## config.mk

```make
export PLATFORM = sky130hd
export DESIGN_NAME = tx_dispatcher_flat
export DESIGN_NICKNAME = d
export VERILOG_FILES = /design/src/rtl/tx_dispatcher_if.sv /design/src/rtl/tx_dispatcher.sv /design/src/flat_wrapper.sv
export SDC_FILE = /design/constraint.sdc
export NUM_CORES = 1
export LEC_CHECK = 0
export CAP_MARGIN = 10
export CELL_PAD_IN_SITES_DETAIL_PLACEMENT = 1
export CELL_PAD_IN_SITES_GLOBAL_PLACEMENT = 1
export CORE_AREA = 2 2 97 109
export DETAILED_ROUTE_END_ITERATION = 10
export DIE_AREA = 0 0 99 111
export GPL_ROUTABILITY_DRIVEN = 0
export GPL_TIMING_DRIVEN = 0
export PLACE_DENSITY_LB_ADDON = 0.1
export REMOVE_ABC_BUFFERS = 1
export SLEW_MARGIN = 20
export SYNTH_ARGS = -nofsm -noshare
export SYNTH_HDL_FRONTEND = slang
export SYNTH_SLANG_ARGS = --single-unit
```

## constraint.sdc

```tcl
create_clock -name clk -period 4.55 [get_ports clk]
set_clock_uncertainty 0.05 [all_clocks]
set_input_delay 0.91 -clock clk [delete_from_list [all_inputs] [get_ports clk]]
set_output_delay 0.91 -clock clk [all_outputs]
set_load 0.05 [all_outputs]
```

## src/rtl/tx_dispatcher_if.sv

```systemverilog
// Host-stream and peripheral TX FIFO bundle for tx_dispatcher.
// slave: the dispatcher's view. master: the host/FIFO side driving it.
interface tx_dispatcher_if #(
  parameter int DATA_WIDTH = 32
);
  logic [DATA_WIDTH-1:0] host_data;
  logic                  host_valid;
  logic                  host_ready;
  logic [7:0]            periph_enable;
  logic [7:0]            tx_fifo_full;
  logic [7:0]            tx_fifo_almost_full;
  logic [7:0]            tx_fifo_wr_en;
  logic [DATA_WIDTH-1:0] tx_fifo_din;
  logic                  busy;
  logic [2:0]            dest;
  logic                  pkt_done;
  logic [15:0]           drop_count;

  modport slave (
    input  host_data, host_valid, periph_enable, tx_fifo_full, tx_fifo_almost_full,
    output host_ready, tx_fifo_wr_en, tx_fifo_din, busy, dest, pkt_done, drop_count
  );

  modport master (
    output host_data, host_valid, periph_enable, tx_fifo_full, tx_fifo_almost_full,
    input  host_ready, tx_fifo_wr_en, tx_fifo_din, busy, dest, pkt_done, drop_count
  );
endinterface

```

## src/rtl/tx_dispatcher.sv

```systemverilog
// Host-to-peripheral packet router: parses header + N payload words from the
// FT601 receive stream and writes payload into one of eight TX FIFOs through
// a registered write port, or discards it when the destination is disabled.
module tx_dispatcher #(
  parameter int DATA_WIDTH = 32,
  parameter int LEN_WIDTH  = 8
) (
  input logic              clk,
  input logic              rst,
  tx_dispatcher_if.slave   bus
);

  typedef enum logic [1:0] {
    S_HEADER  = 2'd0,
    S_PAYLOAD = 2'd1,
    S_DISCARD = 2'd2
  } state_t;

  state_t                state_q, state_d;
  logic [LEN_WIDTH-1:0]  remaining_q;
  logic [2:0]            dest_q;
  logic [7:0]            wr_en_q;
  logic [DATA_WIDTH-1:0] din_q;
  logic                  pkt_done_q;
  logic [15:0]           drop_q;

  logic                  ready_c;
  logic                  busy_c;
  logic                  accept;
  logic                  wr_pending;
  logic                  last_word;
  logic [2:0]            hdr_id;
  logic [LEN_WIDTH-1:0]  hdr_len;

  assign hdr_id     = bus.host_data[DATA_WIDTH-1 -: 3];
  assign hdr_len    = bus.host_data[LEN_WIDTH-1:0];
  assign accept     = bus.host_valid & ready_c;
  // A write issued last cycle is not yet reflected in the full flag, so the
  // almost-full flag guards the slot that write is about to consume.
  assign wr_pending = wr_en_q[dest_q];
  assign last_word  = (remaining_q == LEN_WIDTH'(1));

  // State register
  always_ff @(posedge clk) begin
    if (rst) state_q <= S_HEADER;
    else     state_q <= state_d;
  end

  // Next-state logic: headers open a packet, the word with remaining==1 closes it
  always_comb begin
    state_d = state_q;
    case (state_q)
      S_HEADER: begin
        if (accept && (hdr_len != '0))
          state_d = bus.periph_enable[hdr_id] ? S_PAYLOAD : S_DISCARD;
      end
      S_PAYLOAD, S_DISCARD: begin
        if (accept && last_word) state_d = S_HEADER;
      end
      default: state_d = S_HEADER;
    endcase
  end

  // Output logic: ready follows only the current destination's FIFO flags
  always_comb begin
    ready_c = 1'b0;
    busy_c  = 1'b0;
    case (state_q)
      S_HEADER:  ready_c = 1'b1;
      S_PAYLOAD: begin
        busy_c  = 1'b1;
        ready_c = wr_pending ? ~bus.tx_fifo_almost_full[dest_q]
                             : ~bus.tx_fifo_full[dest_q];
      end
      S_DISCARD: begin
        busy_c  = 1'b1;
        ready_c = 1'b1;
      end
      default: ready_c = 1'b0;
    endcase
    if (rst) ready_c = 1'b0;
  end

  // Packet bookkeeping, registered FIFO write port and drop counter
  always_ff @(posedge clk) begin
    if (rst) begin
      remaining_q <= '0;
      dest_q      <= '0;
      wr_en_q     <= '0;
      din_q       <= '0;
      pkt_done_q  <= 1'b0;
      drop_q      <= '0;
    end else begin
      wr_en_q    <= '0;
      pkt_done_q <= 1'b0;
      if (accept) begin
        case (state_q)
          S_HEADER: begin
            dest_q      <= hdr_id;
            remaining_q <= hdr_len;
            if (hdr_len == '0) pkt_done_q <= 1'b1;
          end
          S_PAYLOAD: begin
            wr_en_q     <= 8'(1) << dest_q;
            din_q       <= bus.host_data;
            remaining_q <= remaining_q - LEN_WIDTH'(1);
            if (last_word) pkt_done_q <= 1'b1;
          end
          S_DISCARD: begin
            if (drop_q != 16'hFFFF) drop_q <= drop_q + 16'd1;
            remaining_q <= remaining_q - LEN_WIDTH'(1);
            if (last_word) pkt_done_q <= 1'b1;
          end
          default: ;
        endcase
      end
    end
  end

  assign bus.host_ready    = ready_c;
  assign bus.busy          = busy_c;
  assign bus.dest          = dest_q;
  assign bus.tx_fifo_wr_en = wr_en_q;
  assign bus.tx_fifo_din   = din_q;
  assign bus.pkt_done      = pkt_done_q;
  assign bus.drop_count    = drop_q;

endmodule
```

## src/flat_wrapper.sv

```systemverilog
// flat-port wrapper written by rule: the top's interface ports become plain ports
module tx_dispatcher_flat 
#(
  parameter int DATA_WIDTH = 32,
  parameter int LEN_WIDTH  = 8
)
  (clk, rst, bus_host_data, bus_host_valid, bus_periph_enable, bus_tx_fifo_full, bus_tx_fifo_almost_full, bus_host_ready, bus_tx_fifo_wr_en, bus_tx_fifo_din, bus_busy, bus_dest, bus_pkt_done, bus_drop_count);
  tx_dispatcher_if #(.DATA_WIDTH(DATA_WIDTH)) bus_i ();
  input logic clk;
  input logic rst;
  input wire logic [$bits(bus_i.host_data)-1:0] bus_host_data;
  input wire logic [$bits(bus_i.host_valid)-1:0] bus_host_valid;
  input wire logic [$bits(bus_i.periph_enable)-1:0] bus_periph_enable;
  input wire logic [$bits(bus_i.tx_fifo_full)-1:0] bus_tx_fifo_full;
  input wire logic [$bits(bus_i.tx_fifo_almost_full)-1:0] bus_tx_fifo_almost_full;
  output wire logic [$bits(bus_i.host_ready)-1:0] bus_host_ready;
  output wire logic [$bits(bus_i.tx_fifo_wr_en)-1:0] bus_tx_fifo_wr_en;
  output wire logic [$bits(bus_i.tx_fifo_din)-1:0] bus_tx_fifo_din;
  output wire logic [$bits(bus_i.busy)-1:0] bus_busy;
  output wire logic [$bits(bus_i.dest)-1:0] bus_dest;
  output wire logic [$bits(bus_i.pkt_done)-1:0] bus_pkt_done;
  output wire logic [$bits(bus_i.drop_count)-1:0] bus_drop_count;
  assign bus_i.host_data = bus_host_data;
  assign bus_i.host_valid = bus_host_valid;
  assign bus_i.periph_enable = bus_periph_enable;
  assign bus_i.tx_fifo_full = bus_tx_fifo_full;
  assign bus_i.tx_fifo_almost_full = bus_tx_fifo_almost_full;
  assign bus_host_ready = bus_i.host_ready;
  assign bus_tx_fifo_wr_en = bus_i.tx_fifo_wr_en;
  assign bus_tx_fifo_din = bus_i.tx_fifo_din;
  assign bus_busy = bus_i.busy;
  assign bus_dest = bus_i.dest;
  assign bus_pkt_done = bus_i.pkt_done;
  assign bus_drop_count = bus_i.drop_count;
  tx_dispatcher #(.DATA_WIDTH(DATA_WIDTH), .LEN_WIDTH(LEN_WIDTH)) u_core (.clk(clk), .rst(rst), .bus(bus_i));
endmodule
```

==> results of run 1 <==
power breakdown:
part           switching, W  leakage, nW  internal, W
registers         0.0000690        0.566     0.000681
clock network      0.000274        0.149     0.000456
logic              0.000687        0.883     0.000359
placed cells by master (no fill, tap or decap), types with 5 or more instances in the layout:
| cell type | instances |
|---|---|
| nand2_1 | 22 |
| clkdlybuf4s50_1 | 118 |
| a21oi_1 | 47 |
| or4_1 | 12 |
| o31ai_1 | 9 |
| a31o_2 | 5 |
| o21ai_0 | 36 |
| dfxtp_1 | 70 |
| nor2_1 | 10 |
| nand3_1 | 42 |
| clkbuf_16 | 9 |
| inv_1 | 13 |
| ha_1 | 7 |
| mux4_2 | 8 |
| nor3_1 | 10 |
worst max path at each step:
stage                          startpoint  cells past startpoint  slack (ns)                   endpoint
6_report              bus_tx_fifo_full[2]                      6        0.23             bus_host_ready
4_1_cts               bus_tx_fifo_full[2]                      6        0.23             bus_host_ready
2_1_floorplan          u_core.bus.dest[0]                      4        0.31             bus_host_ready
5_1_grt        bus_tx_fifo_almost_full[3]                      6        0.16             bus_host_ready
3_3_place_gp                          rst                      5       -1.28  u_core.bus.tx_fifo_din[6]
3_5_place_dp          bus_tx_fifo_full[2]                      6       -0.07             bus_host_ready
area by class of cell:
type / count / area, um2
clock buffer: 12 / 256
clock inverter: 4 / 55.1
fill: 1130 / 5060
inverter: 13 / 48.8
multi-input combinational: 267 / 1780
sequential: 70 / 1400
tap: 123 / 154
timing repair buffer: 122 / 1250
cells in the mapped netlist (3+ instances only):
| library cell | number |
|---|---|
| o311ai_1 | 3 |
| nor2_1 | 10 |
| o2111ai_1 | 3 |
| dfxtp_1 | 70 |
| nand4_1 | 4 |
| mux4_2 | 8 |
| a31o_2 | 5 |
| a32o_1 | 4 |
| o41ai_1 | 3 |
| nor3_1 | 10 |
| mux2_2 | 3 |
| clkbuf_1 | 22 |
| inv_1 | 13 |
| o31ai_1 | 9 |
| or4_1 | 12 |
| buf_1 | 3 |
| nand3_1 | 42 |
| ha_1 | 7 |
| buf_6 | 5 |
| o21ai_0 | 36 |
| a21oi_1 | 47 |
| nand2b_1 | 3 |
| nand2_1 | 22 |
| or3_1 | 3 |
kinds of logic (layout without fill, tap and decap cells):
family | after synthesis | after routing | share of synthesized area (%)
fa+ha+maj | 7 | 7 | 2.59
buf+inv | 46 | 151 | 6.40
flops | 70 | 70 | 41.4
compound gates | 124 | 124 | 22.8
simple gates | 122 | 122 | 19.6
mux | 13 | 13 | 6.92
xor+xnor | 1 | 1 | 0.259
routing by layer:
metal | up-vias | global-route usage (%)
met5 | - | 0
met4 | 0 | 7.12
met3 | 15 | 3.97
met2 | 88 | 32.6
met1 | 1672 | 25.0
li1 | 1642 | -
registers in the layout (all words and copies together) (netlist names):
register                  count
u_core.bus.tx_fifo_din       32
u_core.bus.drop_count        16
u_core.bus.tx_fifo_wr_en      8
u_core.remaining_q            8
u_core.bus.dest               3
u_core.state_q                2
u_core.bus.pkt_done           1
what timing repair did:
action	4_1_cts	5_1_grt
buffers inserted	0	0
endpoints found under the setup margin	1	0
gates resized for setup	1	0
through the flow:
step           cells  total power [W]  hold WS [ns]  area, um2
2_1_floorplan    350          0.00140         0.414       3210
4_1_cts          611          0.00255         0.430       4940
3_5_place_dp     595          0.00182         0.421       4630
3_3_place_gp     593          0.00173         0.409       4570
6_report         611          0.00252         0.425       4940
5_1_grt          611          0.00267         0.448       4940
worst reg2reg max path: stages (launching register included):
cell     delay, ns
dfxtp_1       0.34
ha_1          0.24
nor3b_2       0.82
nand2_1       0.88
o21ai_0       0.48
a21oi_1       0.11
==> flow_summary.ini, run 1 <==
[status]
outcome = finished clean

[setup_path]
setup.worst_path.start_class = primary input
cp_slowest_cell = dlygate4sd2_1
reg2reg_to = u_core.bus.tx_fifo_din[17]
crit_type = in2out
critPathArrivalTime_ns = 3.36
path_buf_inv = 2
r2r_cells = 5
r2r_slack_ns = 1.50
path_cells = clkdlybuf4s50_1, mux4_2, mux2_2, o221a_4, nor3_1, dlygate4sd2_1
critPathMaxStageDelay_ns = 0.58
crit_family = buffers and inverters
crit_path_end_kind = output pin
cp_max_fo = 40
cp.required_ns = 3.59
r2r-start = u_core.state_q[0]

[clock_tree]
cts-htree-levels = 3
cts-root-buf = clkbuf_16
numCtsBuffers = 9
cts_sinks = 70
clk_latency_ns = 0.33
holdBufCountCts = 0
clockBufferDepth = 2
cts_tree = done
path_clk_slew_ns = 0.06

[sta]
timing.fmax_ghz = 0.231
fin_ws_ns = 0.230
maxSlewHeadroom_pct = 30.0
rsz0062_at_grt = false
worstMarginPinSlew_ns = 1.05
maxSlewViolCount = 0
period_share_pct = 94.9
fin_setup_tns_ns = 0
fin_crit_ns = 4.32
finalSetupViolCount = 0
hold_violations = 0

[synthesis]
seq_area_frac_synth_pct = 41.4
synth_ff_type = dfxtp_1
avgSynthCellArea_um2 = 8.83
async_flop_share_pct = 0
synth.distinct_cells = 50
synth_top_cell_area_share_pct = 41.4
yosysTopAreaCell = dfxtp_1
synth_edf_count = 0
synthesis.instances = 383
yosys-top-cells-area = dfxtp_1 (41%), a21oi_1 (7.0%), nand3_1 (6.2%)
ys_warn_count = 0
synth_area_mm2 = 0.00338
ys_ff_latch = 70

[cells_and_area]
final_util_pct = 49.4
drive_above_1_share_pct = 8.61
area_growth_syn_to_layout_pct = 46.1
final_nets = 549
antennaDiodeCount = 0

[global_routing]
grt_pass1_wl_um = 17600
grt_start_max_net_pins = 41
grtUsageTotal_pct = 19.6
grt_overflow = 0
grt_pass1_vias = 3454
grt_antenna_before_repair = 0

[floorplan]
die_area_mm2 = 0.0110
start_util_pct = 33.8
die_w_um = 99
die_h_um = 111
coreArea_mm2 = 0.0100
io_pins = 121
rows = 39

[drt]
wl_per_cell_um = 17.5
antenna_left = 0
highest_layer = met4
drt_iter0_markers = 115
num_vias = 3417
routed-wl-met3_um = 553
first_pass_iters = 5
wl_met2_um = 5250
drt-met1-wl_um = 4710
routed_via_density = 5.59
route.detailed.drc = 0
drt_wl_total_um = 10700

[hold_path]
hp-start = u_core.bus.tx_fifo_din[18]
hold_path_class = reg2reg
hold_depth = 2
hold_end = u_core.bus.tx_fifo_din[18]

[power]
powerDensity_mw_per_mm2 = 511
ir_worst_vdd_v = 0.000271
leakagePower_nw = 1.60

[place]
dp_hpwl_um = 7410
portBuffers = 120
post-place-ws_ns = -0.0657

[run]
max-cap-violations = 0
Note: power is estimated with default switching activity, not from simulation.
==> inputs of run 2 (changes only) <==
--- a/config.mk
+++ b/config.mk
@@ -15,6 +15,7 @@
 export GPL_TIMING_DRIVEN = 0
 export PLACE_DENSITY_LB_ADDON = 0.1
 export REMOVE_ABC_BUFFERS = 1
+export SKIP_CTS_REPAIR_TIMING = 1
 export SLEW_MARGIN = 20
 export SYNTH_ARGS = -nofsm -noshare
 export SYNTH_HDL_FRONTEND = slang
==> run 2 against run 1 <==
Effect of this change:
- utilization is essentially flat
- critical path depth unchanged
- clock power barely moved
- sequential cell count is the same
- power fell by 0.18%
- sequential power about the same
- worst setup slack improved by 0.12 ns
- via count is 0.23% lower
- routed wire length shrank 0.47%
- global-route usage is essentially flat
- largest cell class unchanged
- largest power group unchanged
==> flow_summary.ini, run 2 (same netlist as run 1, synthesis figures left out) <==
[global_routing]
grt_overflow = 0
grt_start_max_net_pins = 41
grtUsageTotal_pct = 19.6
grt_antenna_before_repair = 0
grt_pass1_wl_um = 17600
grt_pass1_vias = 3455

[setup_path]
r2r-start = u_core.state_q[0]
cp.required_ns = 3.59
path_buf_inv = 2
critical_path_cell_count = 6
r2r_slack_ns = 1.52
path_cells = clkdlybuf4s50_1, mux4_2, mux2_2, o221a_4, nor3_1, dlymetal6s2s_1
setup.worst_path.start_class = primary input
r2r_cells = 5
reg2reg_to = u_core.bus.tx_fifo_din[17]
crit_family = buffers and inverters
critPathMaxStageDelay_ns = 0.47
cp_max_fo = 40
crit_path_end_kind = output pin
cp_slowest_cell = mux4_2
critPathArrivalTime_ns = 3.24
crit_type = in2out

[clock_tree]
clockBufferDepth = 2
numCtsBuffers = 9
cts_sinks = 70
cts_tree = done
cts-root-buf = clkbuf_16
clk_latency_ns = 0.33
cts-htree-levels = 3
path_clk_slew_ns = 0.06

[place]
portBuffers = 120
dp_hpwl_um = 7410
dp_cells = 595
post-place-ws_ns = -0.0657

[floorplan]
start_util_pct = 33.8
die_w_um = 99
coreArea_mm2 = 0.0100
rows = 39
die_area_mm2 = 0.0110
io_pins = 121
die_h_um = 111

[drt]
first_pass_iters = 4
routed_via_density = 5.58
drt_wl_total_um = 10700
antenna_left = 0
route.detailed.drc = 0
num_vias = 3409
drt_iter0_markers = 134
wl_per_cell_um = 17.4

[sta]
timing.fmax_ghz = 0.238
hold_violations = 0
finalSetupViolCount = 0
period_share_pct = 92.2
fin_crit_ns = 4.20
maxSlewViolCount = 0
fin_ws_ns = 0.354
worstMarginPinSlew_ns = 1.04
maxSlewHeadroom_pct = 30.7
rsz0062_at_grt = false

[hold_path]
hold_end = u_core.bus.tx_fifo_din[18]
hold_path_class = reg2reg
hp-start = u_core.bus.tx_fifo_din[18]
hold_depth = 2

[cells_and_area]
area_growth_syn_to_layout_pct = 46.2
largest_reg_flops = 32
fillers = 1129
mostFrequentLayoutCells = clkdlybuf4s50_1 (118), dfxtp_1 (70), a21oi_1 (47), nand3_1 (42), o21ai_0 (36)
final_cells = 611
final_common_cell = clkdlybuf4s50_1
drive_above_1_share_pct = 8.61
antennaDiodeCount = 0
final_util_pct = 49.4
final_nets = 549

[run]
max-cap-violations = 0

[power]
finalPower_w = 0.00252
powerDensity_mw_per_mm2 = 510
ir_worst_vdd_v = 0.000266
leakagePower_nw = 1.61

[status]
outcome = finished clean
-- run 2: tightest hold or removal path: stages (launching register included) --
cell	delay, ns
dfxtp_1	0.30
o21ai_0	0.06
a21oi_1	0.06
-- run 2: routing by layer --
metal	wire [um]	share of wire, %	GRT usage (%)
met5	0	0	0
met4	170	1.6	7.12
met3	569	5.3	3.97
met2	5310	50	32.6
met1	4610	43	24.9
-- run 2: how the worst max path moves through the flow --
stage,from,endpoint,slack (ns)
CTS,bus_tx_fifo_full[2],bus_host_ready,-0.06
detailed placement,bus_tx_fifo_full[2],bus_host_ready,-0.07
global route,bus_tx_fifo_almost_full[3],bus_host_ready,0.27
global placement,rst,u_core.bus.tx_fifo_din[6],-1.28
floorplan,u_core.bus.dest[0],bus_host_ready,0.31
finish,bus_tx_fifo_full[2],bus_host_ready,0.35
-- run 2: final cells by class --
| type | instances | area, um2 | area share, % |
|---|---|---|---|
| Multi-Input combinational cell | 267 | 1780 | 35.9 |
| Sequential cell | 70 | 1400 | 28.3 |
| Clock buffer | 12 | 256 | 5.19 |
| Clock inverter | 4 | 55.1 | 1.11 |
| Tap cell | 123 | 154 | 3.11 |
| Timing Repair Buffer | 122 | 1250 | 25.3 |
| Inverter | 13 | 48.8 | 0.987 |
-- run 2: metrics by stage --
step	hold WS [ns]	TNS (ns)	instance area (um2)
2_1_floorplan	0.414	0	3210
3_3_place_gp	0.409	-44.56	4570
5_1_grt	0.448	0	4950
3_5_place_dp	0.421	-0.0657	4630
6_report	0.425	0	4950
4_1_cts	0.430	-0.0627	4940
-- run 2: power breakdown --
group	switching, W	internal (W)
registers	0.0000688	0.000681
clock network	0.000273	0.000456
logic	0.000680	0.000362
==> inputs of run 3 (changes only) <==
--- a/config.mk
+++ b/config.mk
@@ -9,6 +9,7 @@
 export CELL_PAD_IN_SITES_DETAIL_PLACEMENT = 1
 export CELL_PAD_IN_SITES_GLOBAL_PLACEMENT = 1
 export CORE_AREA = 2 2 97 109
+export CTS_CLUSTER_SIZE = 25
 export DETAILED_ROUTE_END_ITERATION = 10
 export DIE_AREA = 0 0 99 111
 export GPL_ROUTABILITY_DRIVEN = 0
==> results of run 3 <==
Same layout as run 2: the final DEF is identical, and so are final timing and power.
